File: src/rtl/seg7_scan_mux_pkg.sv
// Shared 7-segment definitions: segment bit order (a = bit0 .. g = bit6),
// the hex glyph table and the per-slot scan phase encoding.
package seg7_scan_mux_pkg;

   // Packed so that field a lands on bit 0 and g on bit 6.
   typedef struct packed {
      logic g;
      logic f;
      logic e;
      logic d;
      logic c;
      logic b;
      logic a;
   } seg_t;

   typedef enum logic {
      ST_BLANK,
      ST_SHOW
   } scan_state_t;

   // Glyphs written g..a, active high.
   localparam seg_t SEG_LUT [16] = '{
      7'b0111111,  // 0
      7'b0000110,  // 1
      7'b1011011,  // 2
      7'b1001111,  // 3
      7'b1100110,  // 4
      7'b1101101,  // 5
      7'b1111101,  // 6
      7'b0000111,  // 7
      7'b1111111,  // 8
      7'b1101111,  // 9
      7'b1110111,  // A
      7'b1111100,  // b
      7'b0111001,  // C
      7'b1011110,  // d
      7'b1111001,  // E
      7'b1110001   // F
   };

endpackage

File: src/rtl/seg7_hex_decode.sv
// Combinational hex digit to 7-segment glyph lookup.
// Ports: hex (4-bit digit in), seg (a..g = bit0..bit6, active high).
module seg7_hex_decode
   import seg7_scan_mux_pkg::*;
(
   input  logic [3:0] hex,
   output seg_t       seg
);

   assign seg = SEG_LUT[hex];

endmodule

File: src/rtl/seg7_scan_mux.sv
// Scanned multi-digit 7-segment driver with frame-synchronous loading.
// Ports: clk, reset (async high); load_valid/load_ready handshake with
// load_digits/load_dp; lz_suppress (live); segments, dp, digit_en
// (registered, one cycle latency); frame_done (last cycle of frame).
module seg7_scan_mux
   import seg7_scan_mux_pkg::*;
#(
   parameter int unsigned NUM_DIGITS  = 4,
   parameter int unsigned SCAN_COUNT  = 24'd10_000,
   parameter int unsigned BLANK_COUNT = 16
) (
   input  logic                    clk,
   input  logic                    reset,
   input  logic                    load_valid,
   output logic                    load_ready,
   input  logic [4*NUM_DIGITS-1:0] load_digits,
   input  logic [NUM_DIGITS-1:0]   load_dp,
   input  logic                    lz_suppress,
   output logic [6:0]              segments,
   output logic                    dp,
   output logic [NUM_DIGITS-1:0]   digit_en,
   output logic                    frame_done
);

   localparam int IDX_W = $clog2(NUM_DIGITS);
   localparam int CNT_W = $clog2(SCAN_COUNT);

   localparam logic [IDX_W-1:0] LAST_IDX  = IDX_W'(NUM_DIGITS - 1);
   localparam logic [CNT_W-1:0] LAST_SLOT = CNT_W'(SCAN_COUNT - 1);
   localparam logic [CNT_W-1:0] BLANK_END = CNT_W'(BLANK_COUNT);

   // Slot 0 is dark unless blanking is disabled entirely.
   localparam scan_state_t ST_RESET =
      (BLANK_COUNT > 0) ? ST_BLANK : ST_SHOW;

   scan_state_t state_q, state_d;

   logic [IDX_W-1:0] idx_q, idx_d;
   logic [CNT_W-1:0] slot_q, slot_d;

   logic [4*NUM_DIGITS-1:0] disp_digits;
   logic [NUM_DIGITS-1:0]   disp_dp;
   logic [4*NUM_DIGITS-1:0] pend_digits;
   logic [NUM_DIGITS-1:0]   pend_dp;
   logic                    pending;

   logic                  slot_wrap;
   logic                  idx_wrap;
   logic                  load_fire;
   logic                  suppress;
   logic [3:0]            sel_digit;
   seg_t                  dec_seg;
   logic [NUM_DIGITS-1:0] zero_from;

   logic [6:0]            seg_d;
   logic                  dp_d;
   logic [NUM_DIGITS-1:0] en_d;

   assign slot_wrap  = (slot_q == LAST_SLOT);
   assign idx_wrap   = (idx_q == LAST_IDX);
   assign frame_done = slot_wrap & idx_wrap;

   // Held low on the boundary cycle so a new load never races
   // the pending-to-display transfer.
   assign load_ready = ~pending & ~frame_done;
   assign load_fire  = load_valid & load_ready;

   assign sel_digit = disp_digits[4*idx_q +: 4];

   seg7_hex_decode u_dec (
      .hex (sel_digit),
      .seg (dec_seg)
   );

   // zero_from[i]: digit i and everything left of it is zero.
   always_comb begin
      logic run;
      run       = 1'b1;
      zero_from = '0;
      for (int i = NUM_DIGITS - 1; i >= 0; i--) begin
         run          = run & (disp_digits[4*i +: 4] == 4'd0);
         zero_from[i] = run;
      end
   end

   assign suppress = lz_suppress
                   & (idx_q != '0)
                   & zero_from[idx_q];

   always_comb begin
      slot_d = slot_q + 1'b1;
      idx_d  = idx_q;
      seg_d  = '0;
      dp_d   = 1'b0;
      en_d   = '0;

      if (slot_wrap) begin
         slot_d = '0;
         idx_d  = idx_wrap ? '0 : idx_q + 1'b1;
      end

      state_d = (slot_d < BLANK_END) ? ST_BLANK : ST_SHOW;

      unique case (state_q)
         ST_BLANK: begin
         end
         ST_SHOW: begin
            en_d[idx_q] = 1'b1;
            seg_d       = suppress ? 7'd0 : dec_seg;
            dp_d        = disp_dp[idx_q];
         end
         default: begin
         end
      endcase
   end

   always_ff @(posedge clk or posedge reset) begin
      if (reset) begin
         state_q  <= ST_RESET;
         idx_q    <= '0;
         slot_q   <= '0;
         segments <= '0;
         dp       <= 1'b0;
         digit_en <= '0;
      end else begin
         state_q  <= state_d;
         idx_q    <= idx_d;
         slot_q   <= slot_d;
         segments <= seg_d;
         dp       <= dp_d;
         digit_en <= en_d;
      end
   end

   always_ff @(posedge clk or posedge reset) begin
      if (reset) begin
         disp_digits <= '0;
         disp_dp     <= '0;
         pend_digits <= '0;
         pend_dp     <= '0;
         pending     <= 1'b0;
      end else if (frame_done && pending) begin
         disp_digits <= pend_digits;
         disp_dp     <= pend_dp;
         pending     <= 1'b0;
      end else if (load_fire) begin
         pend_digits <= load_digits;
         pend_dp     <= load_dp;
         pending     <= 1'b1;
      end
   end

endmodule

File: config.mk
export PLATFORM = sky130hd
export DESIGN_NAME = seg7_scan_mux
export DESIGN_NICKNAME = d
export VERILOG_FILES = /design/src/rtl/seg7_scan_mux_pkg.sv /design/src/rtl/seg7_hex_decode.sv /design/src/rtl/seg7_scan_mux.sv
export SDC_FILE = /design/constraint.sdc
export NUM_CORES = 1
export LEC_CHECK = 0
export CELL_PAD_IN_SITES_DETAIL_PLACEMENT = 2
export CELL_PAD_IN_SITES_GLOBAL_PLACEMENT = 2
export CORE_MARGIN = 4
export CORE_UTILIZATION = 35
export DETAILED_ROUTE_END_ITERATION = 10
export GPL_TIMING_DRIVEN = 0
export PLACE_DENSITY_LB_ADDON = 0.1
export SETUP_SLACK_MARGIN = 0.1
export SLEW_MARGIN = 20
export SYNTH_ARGS = -nofsm -noshare
export SYNTH_HDL_FRONTEND = slang
export SYNTH_SLANG_ARGS = --single-unit
File: constraint.sdc
create_clock -name clk -period 2.22 [get_ports clk]
set_input_delay 0.333 -clock clk [delete_from_list [all_inputs] [get_ports clk]]
set_output_delay 0.333 -clock clk [all_outputs]
set_load 0.02 [all_outputs]
# After elaboration in Yosys (flattened, before gate mapping)
# Memory sizes are Yosys's and may differ from the RTL's.
# Cells that the tools add are included.
op_classes:
  add_sub_neg: 2
  n_lt_le_gt_ge: 4
  n_eq_ne: 2
  shift: 1
  n_mux: 17
  bitwise_logic: 12
  reduce_logical: 9
op_table:
  columns: ["operator", "count"]
  rows:
  - ["$mux 7", 4]
  - ["$logic_not 4->1", 4]
  - ["$shiftx 16x5->4", 1]
  - ["$add 14x1->14 const B", 1]
  - ["$eq 14x14->1 const B", 1]
  - ["$lt 14x5->1 const B", 1]
  - ["$mux 14", 1]
  - ["$and 1x1->1", 8]
  - ["$mux 1", 7]
  - ["$ge 5x5->1 const B", 1]
  - ["$not 4->5", 1]
  - ["$bmux 1 s2", 2]
  - ["$mux 4", 1]
  - ["$reduce_bool 2->1", 2]
  - ["$lt 2x3->1 const B", 1]
  - ["$not 1->1", 3]
  - ["$add 2x1->2 const B", 1]
  - ["$demux 1 s2", 1]
  - ["$eq 2x2->1 const B", 1]
  - ["$ge 2x1->1 const B", 1]
  - ["$logic_and 1x1->1", 2]
  - ["$mux 2", 1]
  - ["$reduce_and 2->1", 1]
totals:
  register_bits: 70
  romBits: 112
  inputBits: 24
  elab_cells: 59
  memories: 1
memory_table:
  columns: ["name", "depth", "width", "rd", "rd_clocked_by_memory_dff", "write_ports", "line_no", "source"]
  rows:
  - ["(name not given)", 16, 7, 1, 0, 0, "seg7_hex_decode.sv:10", "assign seg = SEG_LUT[hex];"]

# Depth between registers and ports, before layout
logic_depth:
  word_depth: 9
  depth_mapped: 7

# Hierarchy
# Synthesis repeated with hierarchy kept, for this count alone.
hier_totals:
  hier_cells: 262
  hier_area_um2: 3444.6
by_module_without_submodules:
  columns: ["module", "n_inst", "cells_per_inst", "area_per_inst_um2", "seq_area_each_um2"]
  rows:
  - ["seg7_scan_mux", 1, 229, 3154.3, 1751.7]
  - ["seg7_hex_decode", 1, 33, 290.3, 0.0]

# Worst setup path before layout
# Ideal clock, no wire load.
synth_timing:
  kind: "flip-flop to flip-flop"
  start: "register slot_q[5]"
  end: "register pend_digits[0]"
  arrival_ns: 2.215
  t_required_ns: 2.095
  path_slack_ns: -0.120
  path_stages_with_launch: 8
  synth_period_minus_slack_ns: 2.340
  cell_sequence: "dfrtp_1 -> buf_6 -> or4_4 -> nor4_4 -> a21oi_2 -> and2_4 -> buf_6 -> mux2_4"
synth_between:
  elab_chain_cells: 6
  elab_cells_between_ends: 8
synth_rtl:
  columns: ["item", "line_no", "source"]
  rows:
  - ["start: declaration", "seg7_scan_mux.sv:39", "logic [CNT_W-1:0] slot_q, slot_d;"]
  - ["start signal: assignment", "seg7_scan_mux.sv:128", "slot_q <= slot_d;"]
  - ["$eq 14x14->1", "seg7_scan_mux.sv:59", "assign slot_wrap = (slot_q == LAST_SLOT);"]
  - ["$and 1x1->1", "seg7_scan_mux.sv:61", "assign frame_done = slot_wrap & idx_wrap;"]
  - ["$not 1->1", "seg7_scan_mux.sv:65", "assign load_ready = ~pending & ~frame_done;"]
  - ["$and 1x1->1", "seg7_scan_mux.sv:65", null]
  - ["named net load_ready", "seg7_scan_mux.sv:15", "output logic load_ready,"]
  - ["$and 1x1->1", "seg7_scan_mux.sv:66", "assign load_fire = load_valid & load_ready;"]
  - ["$reduce_and 2->1 (no line)", null, null]
  - ["end signal: assignment", "seg7_scan_mux.sv:147", "pend_digits <= load_digits;"]
  - ["end: declaration", "seg7_scan_mux.sv:43", "logic [4*NUM_DIGITS-1:0] pend_digits;"]
# The timed path passes the listed nets, and every way through them passes these cells.
# A chain may end at the register's enable or synchronous reset.

# Final worst setup path
layout_timing:
  start: "register slot_q[5]"
  end: "output load_ready"
layout_between:
  elab_chain_cells: 4
layout_rtl:
  columns: ["item", "line_no"]
  rows:
  - ["$eq 14x14->1", "seg7_scan_mux.sv:59"]
  - ["$and 1x1->1", "seg7_scan_mux.sv:61"]
  - ["$not 1->1", "seg7_scan_mux.sv:65"]
  - ["$and 1x1->1", "seg7_scan_mux.sv:65"]
  - ["end: declaration", "seg7_scan_mux.sv:15"]
# No other way between the ends.

==> run summary <==
status -> complete, but fails checks
failing checks -> setup timing
Rows -> 35
final hold violations -> 0
CTS Buf Count -> 9
part of the power in registers -> 50.2%
synth-to-layout area growth -> 30.81%
clock latency on the worst-skew pair -> 0.34 ns
cts hold-fix bufs -> 0
Logic pwr share -> 4.6%
vias per cell -> 4.842
Tot GR Track Use -> 14.80%
gr ovfl total -> 0
TritonRoute pass-1 iters -> 4
top achievable clock speed -> 0.4209 GHz
Final Worst Setup Slack -> -0.1560 ns
Worst Setup Start Kind -> flop
core area -> 9328 um2
post-route minimum period -> 2.376 ns
post-synthesis cell area -> 3387 um2
Root Buffer -> clkbuf_8
DR WL/cell -> 17.60 um
Ant. Diodes -> 0
leakage power -> 0.002005 uW
Worst Path Arrival -> 2.04 ns
Synth Register Bits -> 70
maximum number of pins on one net before global-route repair -> 57
hpwl dp -> 5.403 mm
gp weighted congestion -> 0.7542
Async SR Flop Fraction -> 100.0%
Synthesized Nets -> 285
Initial Utilization -> 36.31%
worst endpoint required time -> 1.89 ns
pwr/cell area -> 596.9 nW/um2
DRC -> 0
final setup vio count -> 43
Clk pwr share -> 45.2%
most frequent cells in the layout -> 70 x dfrtp_1, 40 x mux2_4, 35 x clkdlybuf4s50_1
max-cap viol count -> 0
antenna violations before repair -> 0
CTS max path bufs -> 2
Post-Syn Instances -> 251
hold crit path type -> in -> async
Synth cell types -> 40
fraction of layout cells with a size suffix above 1 -> 32.92%
final wirelength -> 7.884 mm
RSZ-0062 raised after global routing -> true
DRT antenna net count -> 0
Die Wd -> 106.4 um
cell accounting for the most synthesized area -> dfrtp_1
fin area -> 4431 um2
H-tree Lvls -> 3
Tightest Pin Transition -> 0.4352 ns
CTS tree -> yes
r2r setup slk -> -0.14 ns
Sink Count -> 70
Post-synth EDFFs -> 0
I/O Pins -> 38
vias in the first global route -> 2380
Slew Limit Fails -> 0
DP Area -> 3959 um2
CP Class -> reg -> out
initial detailed-routing violation count -> 67
total power -> 2645 uW
nets@finish -> 348
port bufs -> 37
first-pass GRT wire length -> 13.03 mm
Critical Path Sink Type -> output pin
switch share -> 21.29%
critical path peak fanout -> 2
pre-CTS WS -> -0.5975 ns
DR vias -> 2169
Max Clock Skew -> 0.01035 ns
Die Span Y -> 106.4 um
P_int -> 2082 uW
Synth Warn # -> 0
NetSw -> 563.0 uW
leading cell type in the layout, fill and taps excluded -> dfrtp_1
Final Cycle Share -> 107.0%
clock-pin slew on the worst setup and hold paths -> 0.08 ns
peak supply drop -> 0.3798 mV
top cell type's share of synthesized area -> 51.72%
Seq/Total Area, Yosys -> 51.72%
Die Footprint -> 11310 um2
Syn Area/Cell -> 13.49 um2
top_reg_cell synth -> dfrtp_1
Synth area leaders -> dfrtp_1 52%, mux2_4 18%, mux4_2 4.0%, ha_1 3.7%, nor2_1 2.1%
slew margin rel. -> 70.99%
[final timing paths]
| check | startpoint | to | cells past startpoint |
|---|---|---|---|
| setup / recovery | slot_q[5] | load_ready | 6 |
| hold / removal | reset | slot_q[3] | 2 |
| setup reg to reg | slot_q[5] | state_q | 8 |
| hold reg to reg | slot_q[0] | slot_q[0] | 1 |
| max in group asynchronous | reset | pend_digits[5] | 3 |
| min in group clk | slot_q[0] | slot_q[0] | 1 |
[flip-flops by register name, summed over array words and instances (netlist names)]
signal,count
disp_digits,16
segments,7
pend_digits,16
pending,1
slot_q,14
state_q,1
disp_dp,4
pend_dp,4
idx_q,2
dp,1
digit_en,4
[layout make-up]
class | instances | area (um2)
buffer | 12 | 161.4
clock buffer | 11 | 151.4
clock inverter | 5 | 81.33
fill | 920 | 4897
inverter | 9 | 36.28
multi-input combinational | 160 | 1555
sequential | 70 | 1752
tap | 129 | 161.4
timing repair buffer | 52 | 531.8
[per-layer routing]
layer | global-route usage (%) | part of all wire [%] | routed length (um) | vias up
met5 | 0 | 0 | 0 | -
met4 | 4.718 | 1.0 | 79 | 0
met3 | 3.522 | 3.5 | 279 | 8
met2 | 23.44 | 47 | 3743 | 38
met1 | 20.02 | 48 | 3781 | 1103
li1 | - | - | - | 1020
[repair_timing]
action	4_1_cts	5_1_grt
resized for setup	32	12
pin swaps	4	3
cloned	0	2
endpoints found under the setup margin	59	48
setup buffers	5	7
[through the flow]
stage               util (%)  std cells  setup TNS (ns)  hold WS (ns)
finish                 47.50        448          -3.341        0.2736
global route           47.50        448          -7.098        0.2744
CTS                    46.33        439          -5.954        0.2643
detailed placement     42.44        418          -15.44        0.4995
global placement       42.12        417          -98.92        0.4862
floorplan                  -        251          -3.724        0.4580
[power by group through the flow]
stage / clock network [uW] / registers, uW / logic (uW)
finish: 1190 / 1330 / 122
global route: 1300 / 1330 / 135
CTS: 1230 / 1330 / 127
detailed placement: 0 / 1350 / 125
global placement: 0 / 1350 / 116
floorplan: 0 / 1340 / 64.6
[worst max-delay path: stages, from the launching register on]
cell	delay (ns)
dfrtp_1	0.38
buf_6	0.11
or4_4	0.53
nor4_4	0.30
buf_4	0.19
a21oi_4	0.06
buf_6	0.13
[cells in the mapped netlist (2+ instances only)]
cell       n
dfrtp_1   70
mux2_4    40
nor2_1    19
ha_1      10
inv_1      9
nand2_1    8
o21ai_0    8
xnor2_1    8
and2_1     6
mux4_2     6
xor2_1     6
buf_6      5
clkbuf_1   5
nand3_1    5
nand4_1    5
nor3_1     4
nor4_1     4
a21oi_1    3
a221oi_1   3
a31oi_1    2
and2_4     2
and4_1     2
buf_2      2
mux2i_1    2
nand2b_1   2
[cells by family (layout without fill, tap and decap cells)]
family / after synthesis / count (layout) / synth area share [%]
AO/OA/AOI/OAI: 22 / 22 / 4.249
XOR/XNOR: 14 / 14 / 3.620
buffers and inverters: 21 / 89 / 3.509
adder cells (fa/ha/maj): 10 / 10 / 3.694
flip-flops: 70 / 70 / 51.72
multiplexers: 48 / 48 / 22.31
AND/OR/NAND/NOR: 66 / 66 / 10.90
Note: power is estimated with default switching activity, not from simulation.
